[src/rtl/sdram_req_queue.sv]
// Host-side request queue for the 8-bit SDRAM controller: an in-order FIFO of byte
// requests, issued one at a time, with read bytes returned on a held response port.
module sdram_req_queue #(
  parameter int HADDR_WIDTH = 25,
  parameter int FIFO_DEPTH  = 4,
  parameter int LVL_WIDTH   = 3
) (
  input  logic                   clk,
  input  logic                   rst_n,
  input  logic                   req_valid,
  output logic                   req_ready,
  input  logic                   req_we,
  input  logic [HADDR_WIDTH-1:0] req_addr,
  input  logic [7:0]             req_wdata,
  output logic                   rsp_valid,
  input  logic                   rsp_ready,
  output logic [7:0]             rsp_rdata,
  output logic [LVL_WIDTH-1:0]   fifo_level,
  output logic [HADDR_WIDTH-1:0] sd_wr_addr,
  output logic [7:0]             sd_wr_data,
  output logic                   sd_wr_enable,
  output logic [HADDR_WIDTH-1:0] sd_rd_addr,
  output logic                   sd_rd_enable,
  input  logic [7:0]             sd_rd_data,
  input  logic                   sd_rd_ready,
  input  logic                   sd_ack,
  input  logic                   sd_busy
);

  localparam int PTR_W   = $clog2(FIFO_DEPTH);
  localparam int ENTRY_W = 1 + HADDR_WIDTH + 8;
  localparam logic [LVL_WIDTH-1:0] FULL_LVL = LVL_WIDTH'(FIFO_DEPTH);

  localparam logic [2:0] ST_IDLE     = 3'd0;
  localparam logic [2:0] ST_ISSUE_WR = 3'd1;
  localparam logic [2:0] ST_ISSUE_RD = 3'd2;
  localparam logic [2:0] ST_WAIT_WR  = 3'd3;
  localparam logic [2:0] ST_WAIT_RD  = 3'd4;

  // Handshakes: a request transfers on a rising clk edge where req_valid && req_ready;
  // a response transfers where rsp_valid && rsp_ready. Valid holds its payload until then.

  logic [ENTRY_W-1:0]     mem_q [FIFO_DEPTH];
  logic [PTR_W-1:0]       wr_ptr_q, wr_ptr_d;
  logic [PTR_W-1:0]       rd_ptr_q, rd_ptr_d;
  logic [LVL_WIDTH-1:0]   count_q, count_d;
  logic                   req_ready_q, req_ready_d;

  logic [2:0]             state_q, state_d;
  logic [HADDR_WIDTH-1:0] wr_addr_q, wr_addr_d;
  logic [7:0]             wr_data_q, wr_data_d;
  logic                   wr_en_q, wr_en_d;
  logic [HADDR_WIDTH-1:0] rd_addr_q, rd_addr_d;
  logic                   rd_en_q, rd_en_d;
  logic                   busy_seen_q, busy_seen_d;
  logic                   rsp_valid_q, rsp_valid_d;
  logic [7:0]             rsp_rdata_q, rsp_rdata_d;

  logic                   push;
  logic                   pop;
  logic [ENTRY_W-1:0]     head;
  logic                   head_we;
  logic [HADDR_WIDTH-1:0] head_addr;
  logic [7:0]             head_data;

  assign push      = req_valid && req_ready_q;
  assign head      = mem_q[rd_ptr_q];
  assign head_we   = head[ENTRY_W-1];
  assign head_addr = head[8 +: HADDR_WIDTH];
  assign head_data = head[7:0];

  // Ready is registered from the next level, so a pop while full only reopens
  // the port on the following cycle.
  always_comb begin
    wr_ptr_d = wr_ptr_q;
    rd_ptr_d = rd_ptr_q;
    count_d  = count_q;
    if (push) begin
      wr_ptr_d = wr_ptr_q + PTR_W'(1);
    end
    if (pop) begin
      rd_ptr_d = rd_ptr_q + PTR_W'(1);
    end
    case ({push, pop})
      2'b10:   count_d = count_q + LVL_WIDTH'(1);
      2'b01:   count_d = count_q - LVL_WIDTH'(1);
      default: count_d = count_q;
    endcase
    req_ready_d = (count_d != FULL_LVL);
  end

  always_ff @(posedge clk) begin
    if (push) begin
      mem_q[wr_ptr_q] <= {req_we, req_addr, req_wdata};
    end
  end

  always_comb begin
    state_d     = state_q;
    wr_addr_d   = wr_addr_q;
    wr_data_d   = wr_data_q;
    wr_en_d     = wr_en_q;
    rd_addr_d   = rd_addr_q;
    rd_en_d     = rd_en_q;
    busy_seen_d = busy_seen_q;
    rsp_valid_d = rsp_valid_q;
    rsp_rdata_d = rsp_rdata_q;
    pop         = 1'b0;

    if (rsp_valid_q && rsp_ready) begin
      rsp_valid_d = 1'b0;
    end

    case (state_q)
      ST_IDLE: begin
        // A pending response blocks all issue, writes included, to keep strict order.
        if ((count_q != '0) && !rsp_valid_q) begin
          pop = 1'b1;
          if (head_we) begin
            wr_addr_d = head_addr;
            wr_data_d = head_data;
            wr_en_d   = 1'b1;
            state_d   = ST_ISSUE_WR;
          end else begin
            rd_addr_d = head_addr;
            rd_en_d   = 1'b1;
            state_d   = ST_ISSUE_RD;
          end
        end
      end
      ST_ISSUE_WR: begin
        if (sd_ack) begin
          wr_en_d     = 1'b0;
          busy_seen_d = 1'b0;
          state_d     = ST_WAIT_WR;
        end
      end
      ST_ISSUE_RD: begin
        if (sd_ack) begin
          rd_en_d = 1'b0;
          state_d = ST_WAIT_RD;
        end
      end
      ST_WAIT_WR: begin
        if (sd_busy) begin
          busy_seen_d = 1'b1;
        end else if (busy_seen_q) begin
          state_d = ST_IDLE;
        end
      end
      ST_WAIT_RD: begin
        if (sd_rd_ready) begin
          rsp_rdata_d = sd_rd_data;
          rsp_valid_d = 1'b1;
          state_d     = ST_IDLE;
        end
      end
      default: begin
        wr_en_d = 1'b0;
        rd_en_d = 1'b0;
        state_d = ST_IDLE;
      end
    endcase
  end

  always_ff @(posedge clk or negedge rst_n) begin
    if (!rst_n) begin
      wr_ptr_q    <= '0;
      rd_ptr_q    <= '0;
      count_q     <= '0;
      req_ready_q <= 1'b1;
      state_q     <= ST_IDLE;
      wr_addr_q   <= '0;
      wr_data_q   <= '0;
      wr_en_q     <= 1'b0;
      rd_addr_q   <= '0;
      rd_en_q     <= 1'b0;
      busy_seen_q <= 1'b0;
      rsp_valid_q <= 1'b0;
      rsp_rdata_q <= '0;
    end else begin
      wr_ptr_q    <= wr_ptr_d;
      rd_ptr_q    <= rd_ptr_d;
      count_q     <= count_d;
      req_ready_q <= req_ready_d;
      state_q     <= state_d;
      wr_addr_q   <= wr_addr_d;
      wr_data_q   <= wr_data_d;
      wr_en_q     <= wr_en_d;
      rd_addr_q   <= rd_addr_d;
      rd_en_q     <= rd_en_d;
      busy_seen_q <= busy_seen_d;
      rsp_valid_q <= rsp_valid_d;
      rsp_rdata_q <= rsp_rdata_d;
    end
  end

  assign req_ready    = req_ready_q;
  assign fifo_level   = count_q;
  assign sd_wr_addr   = wr_addr_q;
  assign sd_wr_data   = wr_data_q;
  assign sd_wr_enable = wr_en_q;
  assign sd_rd_addr   = rd_addr_q;
  assign sd_rd_enable = rd_en_q;
  assign rsp_valid    = rsp_valid_q;
  assign rsp_rdata    = rsp_rdata_q;

endmodule
[config.mk]
export PLATFORM = sky130hd
export DESIGN_NAME = sdram_req_queue
export DESIGN_NICKNAME = d
export VERILOG_FILES = /design/src/rtl/sdram_req_queue.sv
export SDC_FILE = /design/constraint.sdc
export NUM_CORES = 1
export LEC_CHECK = 0
export CAP_MARGIN = 20
export CORE_AREA = 5 5 141 143
export DETAILED_ROUTE_END_ITERATION = 8
export DIE_AREA = 0 0 146 148
export PLACE_DENSITY = 0.78
export SYNTH_ARGS = -nofsm -noshare
export SYNTH_HDL_FRONTEND = slang
export SYNTH_SLANG_ARGS = --single-unit
[constraint.sdc]
create_clock -name clk -period 2.9 [get_ports clk]
set_input_delay 0.58 -clock clk [delete_from_list [all_inputs] [get_ports clk]]
set_output_delay 0.58 -clock clk [all_outputs]
set_load 0.05 [all_outputs]
==> reports/results.tsv <==
metric	value	unit
worstReg2RegEnd	req_ready	
place.gp.congestion	0.692	
layout_common_cells	edfxtp_1, clkdlybuf4s50_1, dfrtp_1	
wl_per_cell	20.3	um
syn_area_per_cell	20.5	sq um
p_comb_share	43.6	%
path_cells	nor2_1, and3_1, ha_1, inv_1, fa_1, xor2_1, or3_1, a211o_1	
worst_pin_slew	686	ps
cts_tree	built	
maxSlewViolCount	0	
cts_buffers	24	
crit_arrival	2970	ps
dieArea	21600	sq um
yosys_warnings	0	
std_cell_rows	50	
cp-startpoint	state_q[1]	
rsz0062_at_grt	false	
antenna_found_initial	2	
boundaryPins	122	
ant_nets	0	
power_density	1280	nW/um^2
pwr-share-seq	35.1	%
yosys.area.top_type	edfxtp_1	
num_vias	4160	
setup_viol	0	
n_antenna_cell	0	
drt_wl_total	16000	um
ir_drop	0.681	mV
start_util	44.2	%
drtIter0Drc	165	
clock-sinks	217	
grt_max_degree	51	
first_global_vias	4653	
startpoint_type	flop	
r2r_start	state_q[1]	
post-route-min-period	2540	ps
ff2ff_path_depth	8	
switching_power	0.00502	W
preCtsSetupSlack	128	ps
clkLatencyLatePin	500	ps
clkPwrFrac	21.3	%
root_buffer	clkbuf_16	
finalSetupTns	0	ps
layout_commonest_cell	edfxtp_1	
crit_path_max_incr_delay	480	ps
grt.total_usage	15.0	%
syn2layout_area_growth	28.0	%
synth_seq_cells	217	
slew_headroom	54.3	%
hold_viol	0	
synth_nets	454	
vias_per_cell	5.25	
dp_hpwl	10400	um
total_leakage_power	3.84	nW
power.share.switching	37.5	%
fmax	0.393	GHz
chipHeight	148	um
cp_top_family	simple AND/OR/NAND/NOR gates	
worstSetupPathType	reg2reg	
layout.nets	595	
die_x	146	um
syn_area	8170	sq um
yosysUniqueCellTypes	38	
fin_worst_skew	15.6	ps
status	completed	
hold_buffers	0	
drc	0	
cp-end-kind	flop	
coreArea	18500	sq um
cp_num_buf_inv	1	
ctsResizeCount	0	
postCtsSetupRepairBufs	0	
min_period_over_period	87.7	%
internal-power	0.00838	W
clk_pin_slew	60	ps
cpMaxStageDelayCell	dfrtp_1	
synth_top_area_share	50.0	%
maxCapViolations	0	
setup_slack	355	ps
portBuffers	121	
syn_inst	399	
synth_area_leaders	edfxtp_1, dfrtp_1, mux4_2, mux2_2, mux2_1	
grt_remaining_overflow	0	
crit_required	3330	ps
drtPass1Iterations	4	
grt_pass1_wl	25600	um
clockBufferDepth	3	
ys_seq_area_share	74.9	%
rrSetupSlack	360	ps
layout-drive-gt1-share	24.2	%
htreeDepth	1	
path_max_fanout	11	
hp-class	in2async	
## power by group through the flow
stage               Sequential (W)  Combinational (W)  Clock, W
floorplan                  0.00648            0.00227         0
global placement           0.00469            0.00574         0
detailed placement         0.00477            0.00591         0
CTS                        0.00472            0.00594   0.00293
global route               0.00481            0.00618   0.00309
finish                     0.00471            0.00584   0.00285
## layout make-up
type	count	area [sq um]
clock buffers	35	693
clock inverters	9	63.8
fillers	1345	8010
inverters	9	33.8
multi-input cells	156	1930
flip-flops and latches	217	6110
well taps	234	293
repair buffers	132	1320
## metal layers
metal	vias to the layer above	routed length [um]	GRT usage, %
met2	130	8090	25.9
li1	1852	-	-
met1	2142	6490	18.6
met3	32	1080	4.35
met4	4	360	4.47
met5	-	23	0
## cell families after synthesis
logic type | count (synthesis) | share of synthesized area (%)
adders and majority gates | 6 | 1.01
DFF | 217 | 74.9
muxes | 103 | 18.9
xor gates and xnor gates | 5 | 0.536
buffers and inverters | 26 | 1.52
AOI/OAI and AO/OA | 15 | 1.27
and+or+nand+nor | 27 | 1.95
## how the worst max path moves through the flow
stage	cells past startpoint	endpoint
floorplan	8	req_ready
global placement	8	req_ready
detailed placement	8	req_ready
CTS	8	req_ready
global route	8	req_ready
finish	8	req_ready
## per-stage QoR
stage / utilization (%) / instance area [sq um] / power, W / hold slack [ps] / cells
2_1_floorplan: - / 8170 / 0.00875 / 284 / 399
3_5_place_dp: 52.5 / 9690 / 0.0107 / 482 / 748
4_1_cts: 56.6 / 10400 / 0.0136 / 124 / 792
6_report: 56.6 / 10400 / 0.0134 / 114 / 792
5_1_grt: 56.6 / 10400 / 0.0141 / 165 / 792
3_3_place_gp: 52.5 / 9690 / 0.0104 / 467 / 748
## state kept, by name (all words and copies together), names as in the netlist, 2 cells and up
register,cells
fifo_level,3
mem_q,136
rd_ptr_q,2
rsp_rdata,8
sd_rd_addr,25
sd_wr_addr,25
sd_wr_data,8
state_q,3
wr_ptr_q,2
## synthesized netlist by cell type (all sizes together)
master	number
a2111oi	1
a211o	3
a211oi	1
a21o	2
a21oi	2
a22oi	1
a31oi	2
and3	6
and4b	1
and4bb	1
buf	10
clkbuf	7
dfrtp	80
dfstp	1
edfxtp	136
fa	1
ha	5
inv	9
mux2	67
mux2i	2
mux4	34
nand2	2
nand2b	1
nand3b	1
nand4	2
nor2	7
nor2b	2
nor3	1
nor4b	1
o21ai	2
o22ai	1
or3	2
xnor2	3
xor2	2
(Power assumes the default switching activity.)
